[src/rtl/sysref_capture_ctrl.sv]
// sysref_capture_ctrl: resynchronises the PL SYSREF level, measures the
// distance between rising edges, locks after LOCK_COUNT consecutive
// in-tolerance periods and forwards qualified edges to NUM_CH gated outputs
// (continuous or armed one-shot). Define SYSREF_EDGE_CNT_EN to add the
// saturating edge_cnt output that counts every detected rise.
//
// state        | meaning
// -------------+-----------------------------------------------------------
// ST_UNLOCKED  | waiting for a reference rise, nothing forwarded
// ST_ACQUIRE   | counting consecutive in-tolerance periods towards lock
// ST_LOCKED    | matching rises are qualified and may be forwarded
module sysref_capture_ctrl #(
    parameter int NUM_CH      = 2,
    parameter int SYNC_STAGES = 2,
    parameter int PERIOD_W    = 16,
    parameter int LOCK_COUNT  = 4
) (
    input  logic                pl_clk,
    input  logic                pl_rst_n,
    input  logic                pl_sysref,
    input  logic [NUM_CH-1:0]   ch_en,
    input  logic                continuous,
    input  logic                arm,
    input  logic [PERIOD_W-1:0] expected_period,
    input  logic [3:0]          tolerance,
    input  logic                clr_err,
    output logic [NUM_CH-1:0]   sysref_adc,
    output logic                locked,
    output logic                armed,
    output logic                period_err,
    output logic [PERIOD_W-1:0] measured_period
`ifdef SYSREF_EDGE_CNT_EN
    ,
    output logic [15:0]         edge_cnt
`endif
);

    typedef enum logic [1:0] {
        ST_UNLOCKED = 2'd0,
        ST_ACQUIRE  = 2'd1,
        ST_LOCKED   = 2'd2
    } state_t;

    localparam logic [PERIOD_W-1:0] CNT_MAX = {PERIOD_W{1'b1}};
    localparam logic [PERIOD_W-1:0] CNT_PRE = {{(PERIOD_W-1){1'b1}}, 1'b0};
    localparam logic [3:0]          LOCK_LAST = 4'(LOCK_COUNT - 1);

    state_t                 state;
    state_t                 state_nxt;
    logic [3:0]             match_cnt;
    logic [3:0]             match_cnt_nxt;
    logic [SYNC_STAGES-1:0] sync_q;
    logic                   s_last;
    logic                   s_prev;
    logic                   rise;
    logic [PERIOD_W-1:0]    period_cnt;
    logic                   timeout;
    logic [PERIOD_W:0]      diff;
    logic [PERIOD_W:0]      abs_diff;
    logic                   match_ok;
    logic                   qualified;
    logic                   lock_loss;
    logic                   fwd;

    assign s_last  = sync_q[SYNC_STAGES-1];
    assign rise    = s_last & ~s_prev;
    // The counter reaches all-ones only through this transition, so the
    // timeout event fires once per silent gap.
    assign timeout = ~rise & (period_cnt == CNT_PRE);

    assign diff     = {1'b0, period_cnt} - {1'b0, expected_period};
    assign abs_diff = diff[PERIOD_W] ? (~diff + 1'b1) : diff;
    assign match_ok = (abs_diff <= (PERIOD_W+1)'(tolerance));

    assign fwd    = qualified & (continuous | armed);
    assign locked = (state == ST_LOCKED);

    // Synchroniser chain plus one delay flop for edge detection.
    always_ff @(posedge pl_clk or negedge pl_rst_n) begin
        if (!pl_rst_n) begin
            sync_q <= '0;
            s_prev <= 1'b0;
        end else begin
            sync_q <= {sync_q[SYNC_STAGES-2:0], pl_sysref};
            s_prev <= s_last;
        end
    end

    // Edge-to-edge period counter; restarts at 1 so the capture equals the
    // number of cycles between rises, and holds at all-ones on timeout.
    always_ff @(posedge pl_clk or negedge pl_rst_n) begin
        if (!pl_rst_n) begin
            period_cnt      <= '0;
            measured_period <= '0;
        end else begin
            if (rise) begin
                period_cnt      <= PERIOD_W'(1);
                measured_period <= period_cnt;
            end else begin
                if (period_cnt != CNT_MAX) begin
                    period_cnt <= period_cnt + 1'b1;
                end
                if (timeout) begin
                    measured_period <= CNT_MAX;
                end
            end
        end
    end

    // FSM state and match counter registers.
    always_ff @(posedge pl_clk or negedge pl_rst_n) begin
        if (!pl_rst_n) begin
            state     <= ST_UNLOCKED;
            match_cnt <= '0;
        end else begin
            state     <= state_nxt;
            match_cnt <= match_cnt_nxt;
        end
    end

    // Next-state logic: lock acquisition, loss of lock and edge qualification.
    always_comb begin
        state_nxt     = state;
        match_cnt_nxt = match_cnt;
        qualified     = 1'b0;
        lock_loss     = 1'b0;
        case (state)
            ST_UNLOCKED: begin
                if (rise) begin
                    state_nxt     = ST_ACQUIRE;
                    match_cnt_nxt = '0;
                end
            end
            ST_ACQUIRE: begin
                if (timeout) begin
                    match_cnt_nxt = '0;
                end else if (rise) begin
                    if (match_ok) begin
                        if (match_cnt == LOCK_LAST) begin
                            state_nxt     = ST_LOCKED;
                            match_cnt_nxt = '0;
                        end else begin
                            match_cnt_nxt = match_cnt + 1'b1;
                        end
                    end else begin
                        match_cnt_nxt = '0;
                    end
                end
            end
            ST_LOCKED: begin
                if (timeout || (rise && !match_ok)) begin
                    state_nxt = ST_UNLOCKED;
                    lock_loss = 1'b1;
                end else if (rise) begin
                    qualified = 1'b1;
                end
            end
            default: begin
                state_nxt     = ST_UNLOCKED;
                match_cnt_nxt = '0;
            end
        endcase
    end

    // One-shot arm flag: consumed by a forwarded edge, set by arm only when
    // clear, so an arm landing on an unarmed qualified edge arms the next one.
    always_ff @(posedge pl_clk or negedge pl_rst_n) begin
        if (!pl_rst_n) begin
            armed <= 1'b0;
        end else if (armed) begin
            if (fwd && !continuous) begin
                armed <= 1'b0;
            end
        end else if (arm) begin
            armed <= 1'b1;
        end
    end

    // Per-channel gated output: set by a forwarded edge, held by the
    // synchronised level, dropped as soon as the enable goes away.
    always_ff @(posedge pl_clk or negedge pl_rst_n) begin
        if (!pl_rst_n) begin
            sysref_adc <= '0;
        end else begin
            sysref_adc <= ch_en & ({NUM_CH{fwd}} | (sysref_adc & {NUM_CH{s_last}}));
        end
    end

    // Sticky period error; a new error in the clear cycle wins.
    always_ff @(posedge pl_clk or negedge pl_rst_n) begin
        if (!pl_rst_n) begin
            period_err <= 1'b0;
        end else begin
            period_err <= lock_loss | (period_err & ~clr_err);
        end
    end

`ifdef SYSREF_EDGE_CNT_EN
    // Saturating count of every detected rise; a rise in the clear cycle
    // restarts the count at 1.
    always_ff @(posedge pl_clk or negedge pl_rst_n) begin
        if (!pl_rst_n) begin
            edge_cnt <= '0;
        end else if (rise) begin
            if (clr_err) begin
                edge_cnt <= 16'd1;
            end else if (edge_cnt != 16'hFFFF) begin
                edge_cnt <= edge_cnt + 1'b1;
            end
        end else if (clr_err) begin
            edge_cnt <= '0;
        end
    end
`endif

endmodule
[config.mk]
export PLATFORM = sky130hd
export DESIGN_NAME = sysref_capture_ctrl
export DESIGN_NICKNAME = d
export VERILOG_FILES = /design/src/rtl/sysref_capture_ctrl.sv
export SDC_FILE = /design/constraint.sdc
export NUM_CORES = 1
export LEC_CHECK = 0
export CORE_ASPECT_RATIO = 0.8
export CORE_MARGIN = 4
export CORE_UTILIZATION = 51
export CTS_CLUSTER_DIAMETER = 150
export DETAILED_ROUTE_END_ITERATION = 12
export PLACE_DENSITY = 0.75
export SYNTH_ARGS = -nofsm -noshare
export SYNTH_HDL_FRONTEND = slang
export SYNTH_SLANG_ARGS = --single-unit
[constraint.sdc]
create_clock -name pl_clk -period 4.5 [get_ports pl_clk]
set_input_delay 0.45 -clock pl_clk [delete_from_list [all_inputs] [get_ports pl_clk]]
set_output_delay 0.45 -clock pl_clk [all_outputs]
set_load 0.02 [all_outputs]
==> results of run 1 <==
==> timing repair <==
action / CTS / global route
resized for setup: 15 / 55
cloned: 1 / 0
pin swaps: 7 / 21
setup endpoints to repair: 10 / 10
buffers inserted: 2 / 12
==> synthesized netlist by cell type (all sizes together) (3+ instances only) <==
cell     count  area, µm²
a2111oi      3       46.3
a21o         6       45.0
o2111ai      3       26.3
or3          6       42.5
clkbuf      14       52.6
nor4         7       50.1
nor4b        3       53.8
a21boi       4       30.0
o31ai        4       30.0
nand2b       7       43.8
a211o        3       26.3
buf          3       13.8
and2         7       43.8
nand3       16       80.1
inv         32        120
o21a         9       75.1
a21oi       26        130
o21ai       45        225
nand4       14       87.6
nor3        12       60.1
a211oi       5       37.5
nor2b        5       31.3
a31oi        3       18.8
and3         4       25.0
or2          6       40.1
o211a        3       30.0
xor2         9       78.8
o22ai        4       25.0
nand2       49        184
xnor2        9       78.8
ha          24        300
nor2        35        131
dfrtp       45       1130
==> worst register-to-register path, delay by kind of cell, from the launching register on <==
kind	cells	cell delay [ns]
fa+ha+maj	3	0.77
buf+inv	4	0.63
compound gates	11	1.70
flops	1	0.37
simple gates	6	0.88
==> how the worst max path moves through the flow <==
stage / start / endpoint / slack (ns) / cells past startpoint
global placement: expected_period[0] / match_cnt[3] / -0.30 / 22
finish: expected_period[10] / match_cnt[3] / 0.06 / 23
global route: expected_period[10] / sysref_adc[1] / -0.07 / 22
detailed placement: expected_period[0] / match_cnt[0] / -0.51 / 21
CTS: expected_period[7] / match_cnt[2] / 0.02 / 23
floorplan: period_cnt[0] / match_cnt[3] / 0.17 / 22
==> final cells by class <==
cell class	count	area (µm²)	area share (%)
clock inverter	1	30.0	0.578
sequential	45	1130	21.7
clock buffer	7	86.3	1.66
multi-input combinational	365	2740	52.8
timing repair buffer	111	981	18.9
inverter	32	120	2.31
tap	87	109	2.10
==> sequential cells by signal, summed over array words and instances (netlist names) <==
name	count
sysref_adc	2
armed	1
period_cnt	16
match_cnt	4
measured_period	16
period_err	1
sync_q	2
state	2
s_prev	1
==> report_power, final <==
part | total (W) | switching, W | internal, W
combinational | 0.000873 | 0.000457 | 0.000416
sequential | 0.000460 | 0.0000265 | 0.000433
clock | 0.000321 | 0.000140 | 0.000181
==> stage by stage <==
stage	setup WS (ns)	TNS, ns
after floorplan	0.170	0
after global placement	-0.304	-2.75
after detailed placement	-0.513	-4.55
after CTS	0.0168	0
after global routing	-0.0728	-0.347
final	0.0569	0
==> kinds of logic after synthesis <==
kind of cell / synth area share (%)
adder cells (fa/ha/maj): 8.63
multiplexers: 0.303
AND/OR/NAND/NOR: 26.0
AO/OA/AOI/OAI: 25.4
flip-flops: 30.3
XOR/XNOR: 4.25
buffers and inverters: 5.02
==> layer usage <==
metal	global-route usage [%]	routed length (µm)	up-vias
met2	38.9	5290	176
met5	0	0	-
li1	-	-	1888
met4	7.18	418	0
met3	3.65	730	34
met1	35.0	4930	1888
==> qor.yml, run 1 <==
global_route:
  grt_pass1_wl_um: 17500
  grt_max_degree: 46
  antenna_found_initial: 0
  groute.usage.overall_pct: 24.7
  overflow: 0
  grt_pass1_vias: 3685
setup_path:
  path_delay_family: "compound AO/OA/AOI/OAI gates"
  required_ns: 4.74
  cp.buffers_inverters: 5
  cp.arrival_ns: 4.68
  startpoint_type: "primary input"
  r2r-start: "period_cnt[0]"
  crit_chain: "clkdlybuf4s50_1, inv_1, ha_1, o31ai_1, or2_4, a32oi_2, buf_6, nor2_4, a21oi_2, ha_1, nor2b_4, o21a_1, o21ai_1, nand2b_1, a22oi_2, o221a_2, o2111ai_4, nor4b_4, buf_4, nand4b_4, buf_6, o31ai_4, a21o_1"
  cpPeakStageDelay_ns: 0.46
  endpoint_kind: "flop"
  worstSetupPathType: "primary input to flop"
  critPathSlowestCell: "clkdlybuf4s50_1"
  reg2reg_slack_ns: 0.10
  rr_endpoint: "match_cnt[3]"
  ff2ff_path_depth: 24
  cp_max_fo: 4
hold_path:
  hp-class: "primary input to async pin"
cts:
  cts.htree.levels: 2
  ctsHoldBuffers: 0
  cts_buffers: 5
  clk_pin_slew_worst_paths_ns: 0.08
  root_buffer: "clkbuf_8"
  clock_sink_count: 45
  cts_tree: "built"
  cts_max_path_buffers: 2
  clock_latency_ns: 0.30
sta:
  skew_ns: 0.00322
  tightest_slew_ns: 1.14
  period_share_pct: 98.7
  slew_headroom_pct: 24.0
  rsz0062_at_grt: "true"
  fin_crit_ns: 4.44
  setup_violations: 0
  hold_viol_final: 0
  report.final.slew_viol_count: 0
  whs_ns: 0.318
  fmax_mhz: 225
final_layout:
  layout_common_cells: "59 x buf_4, 49 x nand2_1, 45 x dfrtp_1, 40 x clkdlybuf4s50_1, 37 x o21ai_0"
  final_nets: 613
  syn2layout_area_growth_pct: 40.0
  post-route-util_pct: 74.3
  stdcell_count: 648
  final_cell_area_um2: 5190
  drive_gt1_share_pct: 23.0
  final_common_cell: "buf_4"
  insertedDiodeCount: 0
  fill_cells: 495
floorplan:
  die_w_um: 103
  dieArea_um2: 8710
  die_y_um: 84.3
  rows: 27
  start_util_pct: 53.1
  coreArea_um2: 6990
  io-pin-count: 49
power:
  power_per_cell_area_nw_per_um2: 318
  finalPower_w: 0.00165
  max-vdd-ir-drop_v: 0.000309
  leakage_nw: 2.40
placed_design:
  dpl-instance-area_um2: 4600
  io_buffers: 48
  gp_congestion: 0.906
  hpwlAfterDp_um: 7750
  dp_cells: 625
logic_synthesis:
  synth_cells: 458
  ys_types: 70
  ys_seq_area_share_pct: 30.3
  synth-warning-count: 0
  synth_top_flop_cell: "dfrtp_1"
  syn-num-nets: 511
  post_synth.cell_area_avg_um2: 8.10
  synth.ff_latch_count: 45
  ys_async_sr_fraction_pct: 100
  synthesis.area_um2: 3710
  synth_edf_count: 0
drt:
  drc: 0
  drtIter0Drc: 382
  drt-total-wl_um: 11400
  avgViaCountPerCell: 6.15
  dr.pass1.iters: 5
  via_count: 3986
  wire_per_inst_um: 17.5
  drtAntennaViolNets: 0
job:
  cap_violations: 0
outcome:
  outcome: "complete, no violations"
Note: power is estimated with default switching activity, not from simulation.
==> inputs of run 2 (changes only) <==
- CELL_PAD_IN_SITES_DETAIL_PLACEMENT: unset -> 1
- CELL_PAD_IN_SITES_GLOBAL_PLACEMENT: unset -> 1
- CORE_MARGIN: 4 -> unset
- CORE_UTILIZATION: 51 -> 38
- REMOVE_ABC_BUFFERS: unset -> 1
==> run 2 against run 1 <==
Compared with the run above: worst setup slack improved by 0.051 ns; critical endpoint is now sysref_adc[1]; first-iteration DRC count fell by 64%; clock skew increased by 0.0022 ns; die area grew 17%; combinational power increased by 1%; clock power increased by 35%; flip-flop and latch count stayed put; hold slack better by 0.029 ns; highest routed layer unchanged; fmax is 1.2% higher; non-clock buffer count rose by 4.
==> qor.yml, run 2 (synthesis results as in run 1) <==
outcome:
  outcome: "complete, no violations"
drt:
  via_count: 4037
  wire_per_inst_um: 19.8
  drtIter0Drc: 136
  drc: 0
  dr.pass1.iters: 4
  avgViaCountPerCell: 5.94
  drt-total-wl_um: 13500
  drtAntennaViolNets: 0
setup_path:
  startpoint_type: "primary input"
  startpoint: "expected_period[2]"
  endpoint_kind: "flop"
  path_common_cell: "buf_4"
  critPathSlowestCell: "clkdlybuf4s50_1"
  crit_chain: "clkdlybuf4s50_1, inv_1, ha_1, buf_4, o211a_1, o21a_4, or3_4, a2111oi_4, mux2_2, o32ai_4, o2111ai_4, nor4b_4, buf_4, nand4b_4, nor4_2, o21a_1"
  r2r-start: "period_cnt[0]"
  cpPeakStageDelay_ns: 0.47
  worstSetupPathType: "primary input to flop"
  cp_max_fo: 5
  required_ns: 4.73
  cp.arrival_ns: 4.62
placed_design:
  hpwlAfterDp_um: 9180
  gp_congestion: 0.794
  io_buffers: 48
  dpl-instance-area_um2: 4720
  dp_cells: 665
cts:
  cts_buffers: 5
  root_buffer: "clkbuf_16"
  cts_tree: "built"
  cts.htree.levels: 2
  clock_latency_ns: 0.29
  clk_pin_slew_worst_paths_ns: 0.06
  cts_max_path_buffers: 2
  clock_sink_count: 45
  ctsHoldBuffers: 0
power:
  finalPower_w: 0.00178
  switching_share_pct: 36.9
  power.share.clock_pct: 24.4
  p_int_w: 0.00112
  pwr-share-comb_pct: 49.9
  power_per_cell_area_nw_per_um2: 333
  p_seq_share_pct: 25.7
  net-switching-power_w: 0.000655
  max-vdd-ir-drop_v: 0.000253
  leakage_nw: 2.43
floorplan:
  io-pin-count: 49
  dieArea_um2: 10200
  rows: 31
  die_y_um: 90.4
  die_w_um: 112
  coreArea_um2: 9270
  start_util_pct: 40.0
final_layout:
  drive_gt1_share_pct: 24.2
  stdcell_count: 680
  fill_cells: 1089
  top_regs: "measured_period: 16 flops, period_cnt: 16 flops, match_cnt: 4 flops"
  multiInputGateArea_um2: 2770
  final_cell_area_um2: 5330
  seq_area_um2: 1130
  final_common_cell: "buf_4"
  insertedDiodeCount: 0
  syn2layout_area_growth_pct: 43.6
  layout_common_cells: "67 x buf_4, 49 x nand2_1, 45 x dfrtp_1, 39 x clkdlybuf4s50_1, 35 x o21ai_0"
  final_nets: 617
sta:
  rsz0062_at_grt: "true"
  tns_ns: 0
  report.final.slew_viol_count: 0
  setup_violations: 0
  hold_viol_final: 0
  fin_crit_ns: 4.39
  period_share_pct: 97.6
  skew_ns: 0.00542
  tightest_slew_ns: 1.26
  slew_headroom_pct: 15.6
  fmax_mhz: 228
  whs_ns: 0.346
global_route:
  grt_max_degree: 46
  use_met3_pct: 3.96
  overflow: 0
  grt_pass1_wl_um: 21000
  met2_usage_pct: 43.7
  use_met1_pct: 34.7
  groute.usage.overall_pct: 25.6
  grt_pass1_vias: 4145
  antenna_found_initial: 0
  top_usage_layer: "met2"
hold_path:
  hp-class: "primary input to async pin"
job:
  cap_violations: 0
-- run 2: changes by cell type in the layout (fill, tap and decap cells not counted), moves of 2 or more --
| cell | before | now |
|---|---|---|
| buf_4 | 59 | 67 |
| o21ai_0 | 37 | 35 |
| inv_2 | 6 | 8 |
| ha_1 | 16 | 14 |
| clkbuf_8 | 6 | 1 |
| o21ai_1 | 6 | 8 |
| clkbuf_16 | 0 | 5 |
| buf_6 | 4 | 0 |
| inv_1 | 26 | 24 |
| ha_4 | 8 | 10 |
-- run 2: through the flow --
step / util [%] / setup WS (ns)
after floorplan: - / 0.0283
after global placement: 51.0 / -0.410
after detailed placement: 51.0 / -0.630
after CTS: 53.8 / 0.0257
after global routing: 57.5 / -0.0710
final: 57.5 / 0.108
-- run 2: final timing paths --
path                            cells past startpoint  slack (ns)             endpoint
worst max-delay path                               16        0.11        sysref_adc[1]
min in group pl_clk                                 0        0.37            sync_q[1]
worst min register to register                      0        0.37            sync_q[1]
max in group asynchronous                           1        3.51        period_cnt[5]
worst min-delay path                                1        0.35  measured_period[11]
worst max register to register                     22        0.15        sysref_adc[1]
-- run 2: routing by layer --
metal  share of wire, %  vias up
met3                3.9       18
met4                1.1        0
li1                   -     1897
met1                 45     2031
met5                  0        -
met2                 50       91
-- run 2: layout make-up --
| type | instances | area share (%) |
|---|---|---|
| Clock buffer | 7 | 2.68 |
| Sequential cell | 45 | 21.1 |
| Multi-Input combinational cell | 365 | 51.9 |
| Inverter | 32 | 2.25 |
| Clock inverter | 1 | 0.563 |
| Timing Repair Buffer | 115 | 18.7 |
| Tap cell | 115 | 2.70 |
-- run 2: timing repair --
item,4_1_cts,5_1_grt
pin swaps,5,26
resized for setup,16,57
endpoints found under the setup margin,10,10
buffers inserted,1,6
cloned,1,0
-- run 2: power groups by stage --
stage	Sequential (W)	Clock [W]	Combinational [W]
after floorplan	0.000487	0	0.000441
after global placement	0.000458	0	0.000750
after detailed placement	0.000460	0	0.000781
after CTS	0.000453	0.000434	0.000827
after global routing	0.000459	0.000455	0.000962
final	0.000456	0.000434	0.000886
-- run 2: critical path: cells and delay by family --
| family | cells | cell delay, ns |
|---|---|---|
| AOI/OAI and AO/OA | 6 | 1.33 |
| and+or+nand+nor | 4 | 1.18 |
| buffers and inverters | 4 | 0.88 |
| muxes | 1 | 0.41 |
| adders and majority gates | 1 | 0.34 |
==> inputs of run 3 (changes only) <==
- ABC_AREA: unset -> 1
- CORE_UTILIZATION: 38 -> 36
- PLACE_DENSITY: 0.75 -> 0.74
==> run 3 against run 2 <==
Compared with the run above: sequential power rose by 5.7%; via count rose by 3.4%; fmax rose by 6.1%; die area rose by 14%; register-to-register slack improved by 0.29 ns; critical path depth rose by 9; global-route usage fell by 3.8 points; sequential share of layout area rose by 1.8 points; utilization fell by 12 points; largest cell class unchanged; highest routed layer unchanged.
==> qor.yml, run 3 <==
setup_path:
  startpoint_type: "primary input"
  cp_max_fo: 4
  startpoint: "expected_period[13]"
  ff2ff_path_depth: 28
  required_ns: 4.73
  cp.arrival_ns: 4.37
  endpoint_kind: "flop"
  rr_endpoint: "state[0]"
  reg2reg_slack_ns: 0.44
  r2r-start: "period_cnt[0]"
  worstSetupPathType: "primary input to flop"
logic_synthesis:
  ys_async_sr_fraction_pct: 100
  synth_top_flop_cell: "dfrtp_1"
  yosys-top-cells-area: "dfrtp_1 28%, nand2_1 17%, inv_1 8.7%"
  synth.most_common_cell: "nand2_1"
  synthesis.area_um2: 4030
  post_synth.cell_area_avg_um2: 6.49
  ys_top_cells_by_count: "181 x nand2_1, 94 x inv_1, 59 x nor2_1"
  synth_area_leader_cell: "dfrtp_1"
  synth.ff_latch_count: 45
  netlist.area_leader.share_pct: 27.9
  synth-warning-count: 0
  ys_seq_area_share_pct: 27.9
  synth_cells: 622
  synth_edf_count: 0
  ys_types: 41
final_layout:
  insertedDiodeCount: 0
  drive_gt1_share_pct: 11.6
  syn2layout_area_growth_pct: 21.7
  top_regs: "measured_period: 16 flops, period_cnt: 16 flops, match_cnt: 4 flops"
  stdcell_count: 825
  layout_common_cells: "179 x nand2_1, 94 x inv_1, 59 x nor2_1, 51 x nand3_1, 47 x clkdlybuf4s50_1"
  final_common_cell: "nand2_1"
  final_nets: 733
  post-route-util_pct: 45.1
placed_design:
  dp_slack_ns: -0.0446
  hpwlAfterDp_um: 9820
  io_buffers: 48
  gp_congestion: 0.827
  dp_cells: 815
floorplan:
  io-pin-count: 49
  coreArea_um2: 10900
  start_util_pct: 37.0
  dieArea_um2: 11600
  die_w_um: 120
  die_y_um: 96.7
  rows: 34
cts:
  clock_sink_count: 45
  cts_tree: "built"
  cts_max_path_buffers: 2
  clock_latency_ns: 0.29
  root_buffer: "clkbuf_16"
  clk_pin_slew_worst_paths_ns: 0.06
  cts_buffers: 5
  cts.htree.levels: 2
power:
  power_per_cell_area_nw_per_um2: 340
  max-vdd-ir-drop_v: 0.000203
  net-switching-power_w: 0.000685
  leakage_nw: 2.57
  p_int_w: 0.000986
  p_seq_share_pct: 28.8
  pwr-share-comb_pct: 48.0
  power.share.clock_pct: 23.1
  switching_share_pct: 41.0
  finalPower_w: 0.00167
sta:
  rsz0062_at_grt: "false"
  report.final.slew_viol_count: 0
  tightest_slew_ns: 1.01
  setup_violations: 0
  whs_ns: 0.334
  hold_viol_final: 0
  slew_headroom_pct: 32.4
  fin_crit_ns: 4.14
  period_share_pct: 92.0
  fmax_mhz: 242
  skew_ns: 0.00738
  setup_slack_ns: 0.359
global_route:
  grt_pass1_vias: 4238
  overflow: 0
  grt_pass1_wl_um: 20500
  grt_max_degree: 46
  antenna_found_initial: 0
  groute.usage.overall_pct: 21.8
job:
  cap_violations: 0
drt:
  via_count: 4176
  drt-total-wl_um: 12100
  dr.pass1.iters: 4
  wire_per_inst_um: 14.6
  drtIter0Drc: 154
  drc: 0
  avgViaCountPerCell: 5.06
  drtAntennaViolNets: 0
hold_path:
  hp-class: "primary input to async pin"
outcome:
  outcome: "complete, no violations"
[run 3: how the worst max path moves through the flow]
| stage | end | slack [ns] |
|---|---|---|
| finish | state[0] | 0.36 |
| global route | sysref_adc[0] | 0.01 |
| CTS | sysref_adc[0] | 0.23 |
| detailed placement | state[0] | -0.04 |
| global placement | state[0] | 0.16 |
| floorplan | match_cnt[2] | 0.34 |
[run 3: stage by stage]
stage,instance area (µm²),TNS [ns]
floorplan,3980,0
global placement,4720,0
detailed placement,4720,-0.0810
CTS,4870,0
global route,4910,0
finish,4910,0
[run 3: repair_timing]
| item | in CTS | in global routing |
|---|---|---|
| gates resized for setup | 0 | 7 |
| hold buffers | 0 | 0 |
| setup endpoints to repair | 0 | 10 |
| setup buffers | 0 | 2 |
[run 3: cells by family after synthesis]
logic type / synth area share, %
compound gates: 11.1
flops: 27.9
fa+ha+maj: 7.94
buf+inv: 11.0
simple gates: 40.4
xor+xnor: 1.52
[run 3: worst max-delay path: stages]
cell,delay (ns)
clkdlybuf4s50_1,0.45
inv_1,0.04
ha_1,0.32
a21oi_1,0.22
nor2_1,0.06
nor2_1,0.30
nand3_2,0.16
nor2_1,0.14
xor2_1,0.18
inv_1,0.06
ha_1,0.31
a21oi_1,0.15
o21ai_0,0.10
a21o_1,0.16
nand2_1,0.07
nand3_1,0.08
nor3_1,0.32
nand3_1,0.15
nor2_2,0.14
nand3_2,0.13
nand2_2,0.09
nand2_2,0.08
nand3_2,0.08
nand2_1,0.07
nand2_1,0.06
[run 3: cell type report]
class                      count  area (µm²)
clock buffer                   7         153
inverter                     105         394
multi-input combinational    463        2490
sequential                    45        1130
tap                          144         180
clock inverter                 1        5.00
timing repair buffer          60         566
fill                        1480        5980
[run 3: metal layers]
metal / up-vias / part of all wire, % / track usage (%)
met5: - / 0 / 0
met4: 0 / 1.1 / 4.37
li1: 2100 / - / -
met2: 74 / 45 / 34.7
met1: 1992 / 50 / 31.3
met3: 10 / 4.2 / 3.01
[run 3: power groups by stage]
stage               logic [W]  clock network, W  registers [W]
CTS                  0.000804          0.000397       0.000482
floorplan            0.000535                 0       0.000507
global route         0.000905          0.000412       0.000488
global placement     0.000769                 0       0.000486
finish               0.000803          0.000386       0.000482
detailed placement   0.000795                 0       0.000490
